File: src/rtl/rx_pattern_gen.sv
// rx_pattern_gen: per-strobe selection between live RX samples and
// deterministic test patterns (counter, ramp, constant, LFSR), configured
// through three consecutive settings-bus registers.
module rx_pattern_gen #(
  parameter int         NCHAN   = 2,
  parameter int         WIDTH   = 16,
  parameter logic [6:0] SR_BASE = 7'd80
) (
  input  logic                     clock,
  input  logic                     reset_n,
  input  logic                     enable,
  input  logic                     strobe,
  input  logic [NCHAN*WIDTH-1:0]   in_data,
  input  logic [6:0]               serial_addr,
  input  logic [31:0]              serial_data,
  input  logic                     serial_strobe,
  output logic [NCHAN*WIDTH-1:0]   out_data,
  output logic                     out_strobe,
  output logic [2:0]               mode
);

  localparam logic [2:0]  MODE_PASS  = 3'd0;
  localparam logic [2:0]  MODE_COUNT = 3'd1;
  localparam logic [2:0]  MODE_RAMP  = 3'd2;
  localparam logic [2:0]  MODE_CONST = 3'd3;
  localparam logic [2:0]  MODE_LFSR  = 3'd4;
  localparam logic [15:0] LFSR_MASK  = 16'hB400;

  // Configuration registers
  logic [2:0]             mode_q,  mode_d;
  logic [WIDTH-1:0]       value_q, value_d;
  logic [WIDTH-1:0]       step_q,  step_d;

  // Pattern generator state
  logic [WIDTH-1:0]       base_q,  base_d;
  logic [WIDTH-1:0]       acc_q,   acc_d;
  logic [15:0]            lfsr_q,  lfsr_d;

  // Output stage
  logic [NCHAN*WIDTH-1:0] out_data_q, out_data_d;
  logic                   out_strobe_q, out_strobe_d;

  // Per-cycle effective generator state (post-initialisation)
  logic                   wr0, wr1, wr2;
  logic                   init;
  logic [15:0]            seed;
  logic [WIDTH-1:0]       cur_base;
  logic [WIDTH-1:0]       cur_acc;
  logic [15:0]            cur_lfsr;
  logic [15:0]            lfsr_adv;
  logic [WIDTH-1:0]       gen_chan [NCHAN];
  logic [NCHAN*WIDTH-1:0] gen_data;

  // Settings-bus decode, register updates and generator initialisation
  always_comb begin
    wr0 = serial_strobe && (serial_addr == SR_BASE);
    wr1 = serial_strobe && (serial_addr == 7'(SR_BASE + 7'd1));
    wr2 = serial_strobe && (serial_addr == 7'(SR_BASE + 7'd2));

    mode_d  = mode_q;
    value_d = value_q;
    step_d  = step_q;
    if (wr0) mode_d  = serial_data[2:0];
    if (wr1) value_d = serial_data[WIDTH-1:0];
    if (wr2) step_d  = serial_data[WIDTH-1:0];

    // Initialisation uses the freshly written configuration so that a
    // write coinciding with a strobe already produces the new pattern.
    init     = !enable || wr0 || wr1 || wr2;
    seed     = (value_d[15:0] == 16'h0000) ? 16'h0001 : value_d[15:0];
    cur_base = init ? '0      : base_q;
    cur_acc  = init ? value_d : acc_q;
    cur_lfsr = init ? seed    : lfsr_q;
    lfsr_adv = (cur_lfsr >> 1) ^ (cur_lfsr[0] ? LFSR_MASK : 16'h0000);
  end

  // Per-channel pattern selection; modes 5..7 fall back to pass-through
  genvar gi;
  generate
    for (gi = 0; gi < NCHAN; gi++) begin : g_chan
      assign gen_chan[gi] =
        (mode_d == MODE_COUNT) ? WIDTH'(cur_base + WIDTH'(gi)) :
        (mode_d == MODE_RAMP)  ? cur_acc :
        (mode_d == MODE_CONST) ? value_d :
        (mode_d == MODE_LFSR)  ? WIDTH'(WIDTH'(cur_lfsr) + WIDTH'(gi)) :
                                 in_data[gi*WIDTH +: WIDTH];
    end
  endgenerate

  // Pack channels and compute generator advance and output next-state
  always_comb begin
    gen_data = '0;
    for (int k = 0; k < NCHAN; k++) begin
      gen_data[k*WIDTH +: WIDTH] = gen_chan[k];
    end

    base_d = cur_base;
    acc_d  = cur_acc;
    lfsr_d = cur_lfsr;
    // An initialising cycle outputs the fresh state but never advances it.
    if (strobe && !init) begin
      case (mode_d)
        MODE_COUNT: base_d = cur_base + WIDTH'(NCHAN);
        MODE_RAMP:  acc_d  = cur_acc + step_d;
        MODE_LFSR:  lfsr_d = lfsr_adv;
        default:    ;
      endcase
    end

    out_data_d   = strobe ? gen_data : out_data_q;
    out_strobe_d = strobe;
  end

  // State registers with synchronous active-low reset
  always_ff @(posedge clock) begin
    if (!reset_n) begin
      mode_q       <= MODE_PASS;
      value_q      <= '0;
      step_q       <= WIDTH'(1);
      base_q       <= '0;
      acc_q        <= '0;
      lfsr_q       <= 16'h0001;
      out_data_q   <= '0;
      out_strobe_q <= 1'b0;
    end else begin
      mode_q       <= mode_d;
      value_q      <= value_d;
      step_q       <= step_d;
      base_q       <= base_d;
      acc_q        <= acc_d;
      lfsr_q       <= lfsr_d;
      out_data_q   <= out_data_d;
      out_strobe_q <= out_strobe_d;
    end
  end

  assign out_data   = out_data_q;
  assign out_strobe = out_strobe_q;
  assign mode       = mode_q;

endmodule

File: config.mk
export PLATFORM = sky130hd
export DESIGN_NAME = rx_pattern_gen
export DESIGN_NICKNAME = d
export VERILOG_FILES = /design/src/rtl/rx_pattern_gen.sv
export SDC_FILE = /design/constraint.sdc
export NUM_CORES = 1
export LEC_CHECK = 0
export BUFFER_PORTS_ARGS = -buffer_cell sky130_fd_sc_hd__buf_2
export CAP_MARGIN = 20
export CORE_ASPECT_RATIO = 1.2
export CORE_MARGIN = 4
export CORE_UTILIZATION = 53
export DETAILED_ROUTE_END_ITERATION = 16
export HOLD_SLACK_MARGIN = 0.02
export PLACE_DENSITY = 0.85
export SYNTH_ARGS = -nofsm -noshare
export SYNTH_HDL_FRONTEND = slang
export SYNTH_SLANG_ARGS = --single-unit
File: constraint.sdc
create_clock -name clock -period 3.73 [get_ports clock]
set_clock_uncertainty 0.15 [all_clocks]
set_input_delay 0.373 -clock clock [delete_from_list [all_inputs] [get_ports clock]]
set_output_delay 0.373 -clock clock [all_outputs]
set_load 0.01 [all_outputs]
* Yosys cells after proc, flatten, opt, wreduce, memory -nomap -nowiden *
Cells that the tools add are included.

storage, ports and cells
  bits in registers = 116
  input port bits = 76
  word-level logic and storage cells = 52

operators by class
  eq/ne operators = 7
  $add $sub $neg = 4
  muxes and demuxes = 22
  reductions and logical operators = 10
  bitwise operators = 1

operator list
  kind                                                             count
  16-bit 2-to-1 mux                                                21
  16-bit by 1-bit adder with 16-bit output, second input constant  2
  7-bit == test, second input constant                             3
  16-bit adder                                                     1
  16-bit by 2-bit adder with 16-bit output, second input constant  1
  16-bit zero test                                                 1
  15-bit by 16-bit XOR with 16-bit output                          1
  3-bit by 2-bit == test with 1-bit output, second input constant  2
  1-bit logical AND                                                4
  3-bit by 1-bit == test with 1-bit output, second input constant  1
  3-bit == test, second input constant                             1
  1-bit logical OR                                                 3
  3-bit 2-to-1 mux                                                 1
  1-bit zero test                                                  2

* Longest topological paths before layout *
Gate-level depths: netlist of run 1.

  depth after elaboration = 11
  depth in mapped cells = 17

* Least setup slack after synthesis of run 1 *
Ideal clock, no wire load.

  path type = input to register
  from = input port serial_addr[3]
  to = register acc_q[15]
  path buffers = 2
  setup slack = -386 ps
  stages on the path = 16
  arrival = 3894 ps
  library setup time = 72 ps
  path through = nand4bb_1 > buf_2 > nor3_1 > nand2_1 > clkbuf_1 > mux2i_1 > inv_1 > ha_1 > a211oi_1 > o21a_1 > o31ai_1 > o311a_1 > o31a_1 > or3_1 > a21oi_1 > mux2i_1

on the way
  elaborated cells between the ends (all ways) = 19
  classes of those cells = 1 x add/sub; 4 x eq/ne; 6 x mux; 8 x reduce/logical

RTL lines
  element               RTL line  text
  from (decl)           14        input logic [6:0] serial_addr,
  7-bit == test         58        wr2 = serial_strobe && (serial_addr == 7'(SR_BASE + 7'd2));
  1-bit logical AND     58
  16-bit 2-to-1 mux     65        if (wr2) step_d = serial_data[WIDTH-1:0];
  named net step_d[1]   32        logic [WIDTH-1:0] step_q, step_d;
  16-bit adder          104       MODE_RAMP: acc_d = cur_acc + step_d;
  16-bit 2-to-1 mux     102       case (mode_d)
  16-bit 2-to-1 mux     101       if (strobe && !init) begin
  to (signal assigned)  121       acc_q <= '0;
  to (signal assigned)  130       acc_q <= acc_d;
  to (decl)             36        logic [WIDTH-1:0] acc_q, acc_d;

The timed path passes the listed nets, and every way through them passes these cells.
A chain may end at the register's enable or synchronous reset.

* Worst setup path in the final report of run 1 *
  from = input port serial_addr[3]
  to = register acc_q[12]

on the way
  word-level cells in the longest chain between the ends = 9
  elaborated cells between the ends (all ways) = 19
  classes of those cells = 1 x add/sub; 4 x eq/ne; 6 x mux; 8 x reduce/logical

ends and longest elaborated chain
  element                         RTL line  text
  7-bit == test                   56        wr0 = serial_strobe && (serial_addr == SR_BASE);
  1-bit logical AND               56
  1-bit logical OR (3 in series)  69        init = !enable || wr0 || wr1 || wr2;
  16-bit 2-to-1 mux               72        cur_acc = init ? value_d : acc_q;
  16-bit adder                    104
  16-bit 2-to-1 mux               102
  16-bit 2-to-1 mux *             101

Every way passes the cells marked *; elsewhere a longest branch is shown, timed or not.

==> results.py, run 1 <==
metrics = {
    "synth": {
        "synth_cell_type_count": 76,
        "yosysWarnings": 0,
        "syn_area_um2": 7520,
        "syn_avg_cell_area_um2": 7.94,
        "ys_seq_area_frac": 0.309,
        "synth_top_area_share": 0.309,
        "synth_edf_count": 0,
        "synth-seq-cells": 116,
        "async_flop_share": 0,
        "yosys-top-cells-area": "dfxtp_1, nor2_1, a21oi_1, nand2_1, mux2_2",
        "synth_flop_cell": "dfxtp_1",
        "yosysTopAreaCell": "dfxtp_1",
        "syn_inst": 947,
        "syn-num-nets": 1043,
    },
    "power_and_ir_drop": {
        "pwr-share-clk": 0.503,
        "seqPwrFrac": 0.369,
        "ir_drop_mv": 0.339,
        "netSwitchingFraction": 0.254,
        "combPwrFrac": 0.128,
        "p_int_mw": 2.63,
        "p_leak_nw": 4.11,
        "power_density_nw_per_um2": 371,
        "power.net_switching_mw": 0.896,
    },
    "sta": {
        "hold_violations": 0,
        "relSlewSlack": 0.443,
        "setup_tns_ns": 0,
        "finalSetupViolations": 0,
        "report.final.slew_viol_count": 0,
        "tightest_slew_ns": 0.832,
        "post-route-period-util": 0.941,
        "max_freq_mhz": 285,
        "min_period_ns": 3.51,
        "rsz0062_at_grt": "false",
    },
    "route": {
        "drtPass1Iterations": 8,
        "vias_per_cell": 6.46,
        "ant_nets": 0,
        "wl_um": 27400,
        "wl_per_cell_um": 21.2,
        "vias": 8363,
        "route.detailed.drc": 0,
        "drtIter0Drc": 1181,
    },
    "critical_path": {
        "cpMaxStageDelayCell": "o41a_1",
        "arrival_ns": 3.71,
        "r2r_start": "value_q[2]",
        "r2r_setup_slack_ns": 0.42,
        "critical_path_class": "input pin to flip-flop",
        "critPathMaxStageDelay_ns": 0.39,
        "cp_top_family": "compound AO/OA/AOI/OAI gates",
        "crit_path_start_kind": "input pin",
        "path_depth": 17,
        "rr_endpoint": "acc_q[15]",
        "path_common_cell": "buf_4",
        "cp-end-kind": "flip-flop",
        "crit_chain": "buf_2 -> nand4bb_4 -> buf_4 -> buf_4 -> o31ai_1 -> and2_1 -> a21oi_2 -> ha_1 -> buf_4 -> or3_1 -> o21ai_0 -> a211oi_2 -> buf_4 -> o41a_1 -> o21ai_0 -> nand3b_1 -> a21oi_1",
        "reg2reg_depth": 12,
        "critPathBufInv": 5,
        "worstPathRequired_ns": 3.93,
        "critPathMaxFanout": 4,
    },
    "final_layout": {
        "drive_gt1_frac": 0.272,
        "final_cell_area_um2": 9500,
        "num_antenna_cells": 0,
        "areaGrowthSynthToFinish_pct": 26.3,
        "nets": 1206,
    },
    "cts": {
        "clk_pin_slew_ns": 0.06,
        "cts_resized": 0,
        "cts_made_buffers": 17,
        "tritoncts": "built",
        "cts_sinks": 116,
        "post_cts_buffers": 0,
        "root_buffer": "clkbuf_16",
        "cts_buffer_depth": 2,
        "clock_latency_ns": 0.43,
        "cts-hold-fix-buffers": 0,
        "ctsHtreeMaxLevel": 4,
    },
    "die": {
        "ios": 112,
        "design.die.area_um2": 16200,
        "rows": 47,
        "core-area_um2": 13900,
        "fp.dieW_um": 117,
        "fp.dieH_um": 139,
        "initial_utilization": 0.542,
    },
    "global_route": {
        "use_met2": 0.545,
        "grt_busiest_layer": "met2",
        "overflow": 0,
        "grt_use_met1": 0.416,
        "grt_pass1_vias": 8057,
        "antenna_found_initial": 1,
        "grt_use_met3": 0.0774,
        "grt_max_degree": 47,
        "grt_usage": 0.341,
        "grt_pass1_wl_um": 43100,
    },
    "job": {
        "max_cap_violations": 0,
    },
    "run_status": {
        "outcome": "completed",
    },
    "place": {
        "placed_cell_area_um2": 8850,
        "dpl.hpwl_um": 20500,
        "gp_congestion": 1.05,
        "portBuffers": 95,
    },
    "hold_path": {
        "hp-start": "in_data[31]",
        "hold_depth": 3,
        "hold_end": "out_data[31]",
        "min_path_type": "input pin to flip-flop",
    },
}
cell type report:
| type | count | area, um^2 |
|---|---|---|
| Clock buffer | 20 | 467 |
| Clock inverter | 12 | 178 |
| Fill cell | 1060 | 4380 |
| Inverter | 12 | 45.0 |
| Multi-Input combinational cell | 752 | 4910 |
| Sequential cell | 116 | 2320 |
| Tap cell | 171 | 214 |
| Timing Repair Buffer | 211 | 1360 |
worst max path at each step:
stage | startpoint | to | slack [ns]
finish | serial_addr[3] | acc_q[12] | 0.22
global route | serial_addr[3] | acc_q[12] | 0.002
floorplan | serial_addr[3] | acc_q[15] | -0.004
global placement | serial_addr[3] | acc_q[15] | -0.06
CTS | serial_addr[3] | acc_q[12] | 0.17
detailed placement | serial_addr[3] | acc_q[12] | -0.16
cells in the final DEF, fill, tap and decap left out, types with 9 or more instances in the layout:
| master | n |
|---|---|
| nor2_1 | 124 |
| dfxtp_1 | 116 |
| buf_4 | 115 |
| buf_2 | 95 |
| nand2_1 | 93 |
| a21oi_1 | 74 |
| xnor2_1 | 29 |
| and2_1 | 28 |
| o21ai_0 | 26 |
| mux2i_1 | 24 |
| nand3_1 | 24 |
| mux2_2 | 23 |
| nand4_1 | 20 |
| nor3_1 | 20 |
| xor2_1 | 18 |
| o21ai_1 | 18 |
| ha_1 | 18 |
| clkbuf_16 | 17 |
| a311oi_1 | 16 |
| a31oi_1 | 13 |
| a211oi_1 | 13 |
| o31ai_1 | 11 |
| inv_1 | 10 |
| nor4_1 | 10 |
| a21oi_2 | 9 |
registers in the layout, indices dropped and copies added, names as in the netlist:
signal and cells:
step_q 16, acc_q 16, out_data 32, mode 3
out_strobe 1, base_q 16, value_q 16, lfsr_q 16
worst register-to-register path: stages, from the launching register on:
cell and delay (ns):
dfxtp_1 0.42, o31ai_1 0.13, and2_1 0.20, a21oi_2 0.21, ha_1 0.30, o21ai_1 0.19
o21a_1 0.22, o31ai_2 0.09, o311a_1 0.34, o31a_1 0.31, or3_1 0.34, a21oi_2 0.16
mux2i_1 0.19
cells by family after synthesis:
group,Yosys count,synth area share
flip-flops,116,0.309
XOR/XNOR,47,0.0547
multiplexers,51,0.0734
AO/OA/AOI/OAI,267,0.244
buffers and inverters,79,0.0491
adder cells (fa/ha/maj),20,0.0343
AND/OR/NAND/NOR,367,0.236
cell usage after synthesis (16+ instances only):
library cell,number
a21oi_1,78
a311oi_1,16
and2_1,28
buf_2,16
clkbuf_1,39
dfxtp_1,116
ha_1,19
mux2_2,23
mux2i_1,25
nand2_1,94
nand3_1,24
nand4_1,20
nor2_1,124
nor3_1,21
o21ai_0,29
xnor2_1,29
xor2_1,18
metal layers:
| metal | up-vias | wire [um] | part of all wire |
|---|---|---|---|
| met2 | 574 | 12700 | 0.46 |
| li1 | 3792 | - | - |
| met3 | 142 | 2690 | 0.098 |
| met4 | 2 | 1790 | 0.065 |
| met5 | - | 7 | 0.00026 |
| met1 | 3853 | 10300 | 0.37 |
through the flow:
step / utilization / power [mW] / instances / setup slack [ns] / hold slack (ns)
detailed placement: 0.638 / 1.76 / 1262 / -0.164 / 0.289
global route: 0.684 / 3.62 / 1294 / 0.00154 / 0.172
CTS: 0.684 / 3.52 / 1294 / 0.171 / 0.137
global placement: 0.638 / 1.75 / 1262 / -0.0617 / 0.281
floorplan: - / 1.57 / 947 / -0.00366 / 0.311
finish: 0.684 / 3.53 / 1294 / 0.219 / 0.145
power groups by stage:
stage	combinational, mW	clock (mW)	sequential (mW)
2_1_floorplan	0.239	0	1.33
3_3_place_gp	0.426	0	1.32
3_5_place_dp	0.435	0	1.32
4_1_cts	0.439	1.78	1.30
5_1_grt	0.483	1.84	1.30
6_report	0.451	1.77	1.30
Note: power is estimated with default switching activity, not from simulation.
==> inputs of run 2 (changes only) <==
--- a/config.mk
+++ b/config.mk
@@ -9,10 +9,9 @@
 export CAP_MARGIN = 20
 export CORE_ASPECT_RATIO = 1.2
 export CORE_MARGIN = 4
-export CORE_UTILIZATION = 53
+export CORE_UTILIZATION = 55
 export DETAILED_ROUTE_END_ITERATION = 16
-export HOLD_SLACK_MARGIN = 0.02
-export PLACE_DENSITY = 0.85
+export PLACE_DENSITY = 0.84
 export SYNTH_ARGS = -nofsm -noshare
 export SYNTH_HDL_FRONTEND = slang
 export SYNTH_SLANG_ARGS = --single-unit
==> constraint.sdc (replaced) <==
create_clock -name clock -period 4.36 [get_ports clock]
set_clock_uncertainty 0.15 [all_clocks]
set_input_delay 0.436 -clock clock [delete_from_list [all_inputs] [get_ports clock]]
set_output_delay 0.436 -clock clock [all_outputs]
set_load 0.01 [all_outputs]
==> run 2 against run 1 <==
Compared with the run above:
- core utilization down 1.9 points
- flip-flop and latch count unchanged
- critical path depth down 1
- routed wire length down 3.3%
- worst hold slack better by 0.077 ns
- register-to-register slack better by 0.45 ns
- setup slack better by 0.17 ns
- sequential share of layout area up 1.8 points
- clock power down 31%
- cell count down 4.9%
- die area down 3.4%
- combinational power down 21%
- critical path type unchanged
- largest power group unchanged
- highest routed layer is now met4
==> results.py, run 2 (synthesis gave the netlist of run 1 again) <==
metrics = {
    "final_layout": {
        "nets": 1149,
        "layout_common_cells": "nor2_1, dfxtp_1, buf_2, nand2_1, a21oi_1",
        "final_cell_area_um2": 8850,
        "num_antenna_cells": 0,
        "final_util": 0.665,
        "drive_gt1_frac": 0.214,
        "areaGrowthSynthToFinish_pct": 17.6,
        "stdcell_count": 1231,
        "mostFrequentLayoutCell": "nor2_1",
        "largest_register_ffs": 32,
    },
    "global_route": {
        "grt_pass1_wl_um": 41400,
        "antenna_found_initial": 0,
        "grt_usage": 0.343,
        "grt_max_degree": 45,
        "overflow": 0,
        "grt_pass1_vias": 7714,
    },
    "cts": {
        "cts_made_buffers": 17,
        "cts_buffer_depth": 2,
        "clk_pin_slew_ns": 0.06,
        "cts_sinks": 116,
        "ctsHtreeMaxLevel": 4,
        "root_buffer": "clkbuf_16",
        "clock_latency_ns": 0.42,
        "cts_resized": 0,
        "post_cts_buffers": 0,
        "tritoncts": "built",
        "cts-hold-fix-buffers": 0,
    },
    "place": {
        "pre_cts_slack_ns": -0.00361,
        "portBuffers": 95,
        "placed_cells": 1202,
        "gp_congestion": 1.01,
        "placed_cell_area_um2": 8350,
        "dpl.hpwl_um": 20000,
    },
    "sta": {
        "setup_tns_ns": 0,
        "rsz0062_at_grt": "false",
        "post-route-period-util": 0.911,
        "tightest_slew_ns": 1.15,
        "min_period_ns": 3.97,
        "hold_slack_ns": 0.222,
        "setup_slack_ns": 0.388,
        "report.final.slew_viol_count": 0,
        "hold_violations": 0,
        "max_freq_mhz": 252,
        "finalSetupViolations": 0,
        "relSlewSlack": 0.225,
    },
    "critical_path": {
        "crit_path_start_kind": "input pin",
        "arrival_ns": 4.17,
        "worstPathRequired_ns": 4.56,
        "critPathMaxFanout": 11,
        "critical_path_class": "input pin to flip-flop",
        "cp-end-kind": "flip-flop",
    },
    "route": {
        "wl_per_cell_um": 21.6,
        "drtPass1Iterations": 8,
        "vias": 8053,
        "vias_per_cell": 6.54,
        "route.detailed.drc": 0,
        "drtIter0Drc": 1174,
        "wl_um": 26500,
        "ant_nets": 0,
    },
    "die": {
        "fp.dieH_um": 136,
        "ios": 112,
        "initial_utilization": 0.566,
        "core-area_um2": 13300,
        "rows": 46,
        "design.die.area_um2": 15600,
        "fp.dieW_um": 115,
    },
    "power_and_ir_drop": {
        "ir_drop_mv": 0.262,
        "power_density_nw_per_um2": 304,
        "p_total_mw": 2.69,
        "p_leak_nw": 3.76,
    },
    "hold_path": {
        "min_path_type": "input pin to flip-flop",
    },
    "run_status": {
        "outcome": "completed",
    },
    "job": {
        "max_cap_violations": 0,
    },
}
[run 2: cell count changes in the layout (fill, tap and decap cells not counted), sizes merged]
cell | previous run | this run
buf | 211 | 154
bufinv | 4 | 0
clkbuf | 20 | 24
clkinv | 5 | 4
clkinvlp | 4 | 2
[run 2: final timing paths]
path	slack [ns]	from	endpoint	cells past startpoint
setup / recovery	0.39	serial_addr[3]	acc_q[15]	16
hold / removal	0.22	serial_data[15]	step_q[15]	3
setup reg to reg	0.87	value_q[5]	acc_q[15]	12
hold reg to reg	0.30	out_data[14]	out_data[14]	2
[run 2: metal layers]
metal,routed length (um),GRT usage
met1,9950,0.427
met5,0,0
met4,1790,0.219
met3,2940,0.0793
met2,11900,0.532
[run 2: worst max-delay path, stage by stage]
cell and delay [ns]:
buf_2 0.10, nand4bb_1 0.22, buf_4 0.22, o31ai_4 0.39
buf_4 0.23, nor2_1 0.05, a21oi_1 0.25, ha_1 0.31
a21o_1 0.19, a21oi_1 0.15, o31ai_1 0.12, o311a_1 0.32
o31a_1 0.30, or3_1 0.31, a21oi_1 0.33, mux2i_1 0.23
[run 2: area by class of cell]
type,count,area [um^2]
tap,168,210
inverter,12,45.0
sequential,116,2320
clock buffer,24,472
clock inverter,5,30.0
multi-input combinational,752,4840
timing repair buffer,154,931
fill,1093,4450
[run 2: report_power, final]
| part | total [mW] | leakage [nW] | internal, mW | switching, mW |
|---|---|---|---|---|
| logic | 0.358 | 2.57 | 0.136 | 0.222 |
| clock network | 1.22 | 0.242 | 0.741 | 0.479 |
| registers | 1.11 | 0.947 | 1.10 | 0.0163 |
| total | 2.69 | 3.76 | 1.97 | 0.718 |
